$ cat src/rtl/result_collector_if.sv
// Result collector bus: bfm result strobes in, batch handshake out.
//   done_i/res_i    : one-cycle result strobe and value
//   flush_i         : request to close a partial batch
//   batch_valid_o   : batch held, awaiting transfer
//   batch_ready_i   : consumer accepts the held batch
//   batch_data_o    : packed items, item k at [k*RES_WIDTH +: RES_WIDTH]
//   count_o         : valid items in current/held batch
//   drop_cnt_o      : saturating count of results lost in HOLD
//   checksum_o      : running 32-bit sum (only with RESULT_CHECKSUM_EN)
// Modports: slave (collector side), master (bfm/consumer side).
interface result_collector_if #(
  parameter int unsigned NUM       = 100,
  parameter int unsigned RES_WIDTH = 16,
  parameter int unsigned CNT_WIDTH = 8
);
  localparam int unsigned DATA_W = NUM * RES_WIDTH;

  logic                 done_i;
  logic [RES_WIDTH-1:0] res_i;
  logic                 flush_i;
  logic                 batch_valid_o;
  logic                 batch_ready_i;
  logic [DATA_W-1:0]    batch_data_o;
  logic [CNT_WIDTH-1:0] count_o;
  logic [15:0]          drop_cnt_o;
`ifdef RESULT_CHECKSUM_EN
  logic [31:0]          checksum_o;
`endif

  modport slave (
    input  done_i, res_i, flush_i, batch_ready_i,
    output
`ifdef RESULT_CHECKSUM_EN
           checksum_o,
`endif
           batch_valid_o, batch_data_o, count_o, drop_cnt_o
  );

  modport master (
    output done_i, res_i, flush_i, batch_ready_i,
    input
`ifdef RESULT_CHECKSUM_EN
           checksum_o,
`endif
           batch_valid_o, batch_data_o, count_o, drop_cnt_o
  );
endinterface

$ cat src/rtl/result_collector.sv
// result_collector: packs NUM bfm results into one batch and hands it to the
// consumer with a valid/ready handshake.
// Ports:
//   clk_i    : clock, rising edge
//   reset_i  : synchronous active-low reset
//   bus      : result_collector_if.slave (result strobe in, batch out)
// Optional feature: define RESULT_CHECKSUM_EN to add checksum_o, a modulo-2^32
// sum of the stored results of the current/held batch.
module result_collector #(
  parameter int unsigned NUM       = 100,
  parameter int unsigned RES_WIDTH = 16,
  parameter int unsigned CNT_WIDTH = 8
) (
  input  logic clk_i,
  input  logic reset_i,
  result_collector_if.slave bus
);
  localparam int unsigned DROP_W = 16;

  typedef enum logic {FILL = 1'b0, HOLD = 1'b1} state_t;

  state_t                         state_q, state_d;
  logic [NUM-1:0][RES_WIDTH-1:0]  items_q, items_d;
  logic [CNT_WIDTH-1:0]           count_q, count_d;
  logic [DROP_W-1:0]              drop_q, drop_d;
  logic                           valid_q, valid_d;
`ifdef RESULT_CHECKSUM_EN
  logic [31:0]                    sum_q, sum_d;
`endif

  // State and datapath registers.
  always_ff @(posedge clk_i) begin
    if (!reset_i) begin
      state_q <= FILL;
      items_q <= '0;
      count_q <= '0;
      drop_q  <= '0;
      valid_q <= 1'b0;
`ifdef RESULT_CHECKSUM_EN
      sum_q   <= '0;
`endif
    end else begin
      state_q <= state_d;
      items_q <= items_d;
      count_q <= count_d;
      drop_q  <= drop_d;
      valid_q <= valid_d;
`ifdef RESULT_CHECKSUM_EN
      sum_q   <= sum_d;
`endif
    end
  end

  // Next-state and datapath update.
  always_comb begin
    state_d = state_q;
    items_d = items_q;
    count_d = count_q;
    drop_d  = drop_q;
`ifdef RESULT_CHECKSUM_EN
    sum_d   = sum_q;
`endif
    unique case (state_q)
      FILL: begin
        if (bus.done_i) begin
          // Decoded write keeps the index compare at count width.
          for (int unsigned k = 0; k < NUM; k++) begin
            if (CNT_WIDTH'(k) == count_q) items_d[k] = bus.res_i;
          end
          count_d = count_q + CNT_WIDTH'(1);
`ifdef RESULT_CHECKSUM_EN
          sum_d   = sum_q + 32'(bus.res_i);
`endif
        end
        // A same-cycle done_i counts, so flush on an empty batch still closes it.
        if ((count_d == CNT_WIDTH'(NUM)) ||
            (bus.flush_i && (count_d != '0))) begin
          state_d = HOLD;
        end
      end
      HOLD: begin
        if (bus.batch_ready_i) begin
          // Transfer: clear the batch; a same-cycle result seeds the next one.
          state_d = FILL;
          items_d = '0;
          count_d = '0;
`ifdef RESULT_CHECKSUM_EN
          sum_d   = '0;
`endif
          if (bus.done_i) begin
            items_d[0] = bus.res_i;
            count_d    = CNT_WIDTH'(1);
`ifdef RESULT_CHECKSUM_EN
            sum_d      = 32'(bus.res_i);
`endif
          end
        end else if (bus.done_i && (drop_q != '1)) begin
          drop_d = drop_q + DROP_W'(1);
        end
      end
      default: state_d = FILL;
    endcase
    valid_d = (state_d == HOLD);
  end

  assign bus.batch_valid_o = valid_q;
  assign bus.batch_data_o  = items_q;
  assign bus.count_o       = count_q;
  assign bus.drop_cnt_o    = drop_q;
`ifdef RESULT_CHECKSUM_EN
  assign bus.checksum_o    = sum_q;
`endif
endmodule

$ cat src/flat_wrapper.sv
// flat-port wrapper written by rule: the top's interface ports become plain ports
module result_collector_flat 
#(
  parameter int unsigned NUM       = 100,
  parameter int unsigned RES_WIDTH = 16,
  parameter int unsigned CNT_WIDTH = 8
)
  (clk_i, reset_i, bus_done_i, bus_res_i, bus_flush_i, bus_batch_ready_i, bus_batch_valid_o, bus_batch_data_o, bus_count_o, bus_drop_cnt_o);
  result_collector_if #(.NUM(NUM), .RES_WIDTH(RES_WIDTH), .CNT_WIDTH(CNT_WIDTH)) bus_i ();
  input  logic clk_i;
  input  logic reset_i;
  input wire logic [$bits(bus_i.done_i)-1:0] bus_done_i;
  input wire logic [$bits(bus_i.res_i)-1:0] bus_res_i;
  input wire logic [$bits(bus_i.flush_i)-1:0] bus_flush_i;
  input wire logic [$bits(bus_i.batch_ready_i)-1:0] bus_batch_ready_i;
  output wire logic [$bits(bus_i.batch_valid_o)-1:0] bus_batch_valid_o;
  output wire logic [$bits(bus_i.batch_data_o)-1:0] bus_batch_data_o;
  output wire logic [$bits(bus_i.count_o)-1:0] bus_count_o;
  output wire logic [$bits(bus_i.drop_cnt_o)-1:0] bus_drop_cnt_o;
  assign bus_i.done_i = bus_done_i;
  assign bus_i.res_i = bus_res_i;
  assign bus_i.flush_i = bus_flush_i;
  assign bus_i.batch_ready_i = bus_batch_ready_i;
  assign bus_batch_valid_o = bus_i.batch_valid_o;
  assign bus_batch_data_o = bus_i.batch_data_o;
  assign bus_count_o = bus_i.count_o;
  assign bus_drop_cnt_o = bus_i.drop_cnt_o;
  result_collector #(.NUM(NUM), .RES_WIDTH(RES_WIDTH), .CNT_WIDTH(CNT_WIDTH)) u_core (.clk_i(clk_i), .reset_i(reset_i), .bus(bus_i));
endmodule
$ cat config.mk
export PLATFORM = sky130hd
export DESIGN_NAME = result_collector_flat
export DESIGN_NICKNAME = d
export VERILOG_FILES = /design/src/rtl/result_collector_if.sv /design/src/rtl/result_collector.sv /design/src/flat_wrapper.sv
export SDC_FILE = /design/constraint.sdc
export NUM_CORES = 2
export LEC_CHECK = 0
export BUFFER_PORTS_ARGS = -buffer_cell sky130_fd_sc_hd__buf_2
export CAP_MARGIN = 20
export CORE_AREA = 3 3 648 650
export DETAILED_ROUTE_END_ITERATION = 8
export DIE_AREA = 0 0 651 653
export HOLD_SLACK_MARGIN = 0.06
export PLACE_DENSITY_LB_ADDON = 0.05
export SYNTH_ARGS = -nofsm -noshare
export SYNTH_HDL_FRONTEND = slang
export SYNTH_SLANG_ARGS = --single-unit
export TNS_END_PERCENT = 20
$ cat constraint.sdc
create_clock -name clk_i -period 2.4 [get_ports clk_i]
set_clock_uncertainty 0.15 [all_clocks]
set_input_delay 0.12 -clock clk_i [delete_from_list [all_inputs] [get_ports clk_i]]
set_output_delay 0.12 -clock clk_i [all_outputs]
set_load 0.05 [all_outputs]
==> flow_summary.toml <==
[outcome]
status = "complete, no violations"

[global_route]
grt_pass1_vias = 47900
grt_max_degree = 113
gr-usage-all-layers_pct = 17.1
grt_pass1_wl_microns = 492000
antenna_found_initial = 35
grt_overflow_total = 0

[sta]
drv_slew = 0
tns_ps = 0
rsz0062_at_grt = "yes"
min_period_ps = 2360
min_period_over_period_pct = 98.2
relSlewSlack_pct = 28.3
finalSetupViolCount = 0
max_freq_mhz = 424
worst_pin_slew_ps = 1080
hold_viol_final = 0

[placed_design]
gp_congestion = 0.748
port_buffers = 1645
place.detailed.hpwl_microns = 275000
dpl.cell_count = 12700

[finish]
layoutNonFillerInstCount = 13200
n_fill_cell = 45000
nets = 7528
syn2layout_area_growth_pct = 39.4
final_layout_size_suffix_gt1_share_pct = 33.1

[die]
die_w_microns = 651
row_count = 236
core_area_sq_mm = 0.414
start_util_pct = 15.6
die_area_sq_mm = 0.425
die_y_microns = 653
io-pin-count = 1646

[clocking]
clock_path_buffers = 4
cts_tree = "done"
clk_pin_slew_ps = 60
cts.sinks = 1625
htree_levels = 4
numCtsBuffers = 218
cts-root-buf = "clkbuf_16"
clock_latency_ps = 900

[yosys]
synth_edf_count = 0
syn_nets = 5772
async_flop_share_pct = 0
synthTopCellsByArea = "dfxtp_1 (50%), mux2i_1 (24%), nor2b_1 (16%)"
yosysTopAreaCellShare_pct = 50.3
synth_commonest_cells = "dfxtp_1 (1625), nor2b_1 (1605), mux2i_1 (1554)"
synthFlopType = "dfxtp_1"
synth_area_sq_mm = 0.0647
yosysWarnings = 0
synth.most_common_cell = "dfxtp_1"
ys_ff_latch = 1625
syn_inst = 5746
synth_cell_types = 59
synth_seq_area_share_pct = 50.3
syn_avg_cell_area_sq_um = 11.3
synth.largest_area_cell = "dfxtp_1"

[routing]
num_vias = 47400
drt_iter0_drc = 2047
antenna_left = 0
first_pass_iters = 4
drt-total-wl_microns = 379000
routedWlPerCell_microns = 28.8
viasPerCell = 3.60
drc = 0

[critical_path]
startpoint_type = "flip-flop"
slowest_delay_ps = 400
worst-endpoint-arrival_ps = 2090
path_cells = "buf_16 > buf_12"
crit_buf_inv = 2
cp_top_family = "buffers and inverters"
criticalPathCategory = "reg -> out"
cp_max_fo = 87
required_ps = 2130
cp_slowest_cell = "dfxtp_4"
cp-end-kind = "primary output"

[power]
peakVddDrop_v = 0.000606
p_sw_mw = 24.1
pwr_density_cell_mw_per_mm2 = 834
p_leak_nw = 34.6
intPower_mw = 51.0
comb_power_share_pct = 18.4
p_clk_share_pct = 43.6
switching_share_pct = 32.1
seqPwrFrac_pct = 38.0

[min_path]
hold_path.class = "in -> reg"

[job]
cap_violations = 0
-- metrics by stage --
stage | util (%) | instance area (sq um) | hold WS [ps] | worst slack (ps) | total power [mW]
2_1_floorplan | - | 64700 | 128 | -32.4 | 37.5
3_3_place_gp | 19.9 | 82300 | 309 | -269 | 43.3
3_5_place_dp | 19.9 | 82300 | 285 | -280 | 43.3
4_1_cts | 21.7 | 89700 | 75.6 | -107 | 77.3
5_1_grt | 21.8 | 90200 | 127 | -91.6 | 78.6
6_report | 21.8 | 90200 | 160 | 43.6 | 75.2
-- power by group through the flow --
stage	registers [mW]	clock network [mW]	logic [mW]
2_1_floorplan	32.7	0	4.79
3_3_place_gp	29.1	0	14.1
3_5_place_dp	29.2	0	14.2
4_1_cts	28.6	34.5	14.3
5_1_grt	28.7	35.2	14.6
6_report	28.6	32.8	13.9
-- area by class of cell --
type	instances	area (sq um)	share of cell area [%]
multi-input combinational	3596	29400	32.6
timing repair buffer	2056	14300	15.9
tap	5474	6850	7.60
clock inverter	50	505	0.561
clock buffer	341	6520	7.23
inverter	5	18.8	0.0208
antenna	5	12.5	0.0139
sequential	1625	32500	36.1
-- per-layer routing --
layer	track usage [%]	part of all wire, %	routed length, microns
met1	19.0	39	147000
met4	3.42	2.1	7880
met3	5.53	7.3	27700
met5	0	0.0082	31
met2	31.5	52	196000
-- worst paths after layout --
kind                          startpoint                             to  slack (ps)  depth (start not counted)
min                              reset_i  u_core.bus.batch_data_o[1187]         160                          3
max reg2reg        u_core.bus.count_o[5]   u_core.bus.batch_data_o[330]          50                         10
min reg2reg  u_core.bus.batch_data_o[14]    u_core.bus.batch_data_o[14]         320                          2
max                       u_core.state_q              bus_batch_valid_o          40                          2
-- state kept, by name (all words and copies together) (netlist names) --
register / count
u_core.bus.count_o: 8
u_core.bus.batch_data_o: 1600
u_core.bus.drop_cnt_o: 16
u_core.state_q: 1
-- layout by cell type, fill, tap and decap left out, types with 6 or more instances in the layout --
master	n
buf_2	1638
dfxtp_1	1618
nor2b_1	1589
mux2i_1	1550
clkbuf_16	225
buf_12	214
buf_4	148
nor2_4	75
a21oi_1	74
clkbuf_1	64
clkbuf_8	59
dlygate4sd3_1	36
nand2_1	34
a22oi_1	33
clkinv_2	32
nand3_1	21
a21boi_0	21
a21oi_2	18
nor2_8	17
nor2b_4	16
and2_1	15
a21oi_4	11
xor2_1	11
o21ai_0	10
nor2_1	9
buf_6	9
nor3_1	8
and3b_2	6
nor2_2	6
-- cell families after synthesis --
family                   count (synthesis)  synth area share, %
flip-flops                            1625                 50.3
XOR/XNOR                                16                0.217
AND/OR/NAND/NOR                       1845                 18.8
AO/OA/AOI/OAI                          175                 1.84
adder cells (fa/ha/maj)                  5               0.0967
buffers and inverters                  525                 4.72
multiplexers                          1555                 24.1
-- worst register-to-register path, cell delays in order (launching register included) --
cell,delay [ps]
dfxtp_2,330
buf_6,140
buf_6,150
nor4b_4,330
buf_4,180
clkbuf_16,130
a21oi_1,90
nor2_4,160
buf_12,210
mux2i_1,300
nor2b_1,60
-- repair_timing --
action	in CTS	in global routing
pin swaps	1	6
gates cloned	0	6
buffers inserted	3	13
hold buffers	36	0
endpoints found under the setup margin	401	322
endpoints found under the hold margin	1618	0
gates resized for setup	22	33
Power figures use the tool's default switching activity.
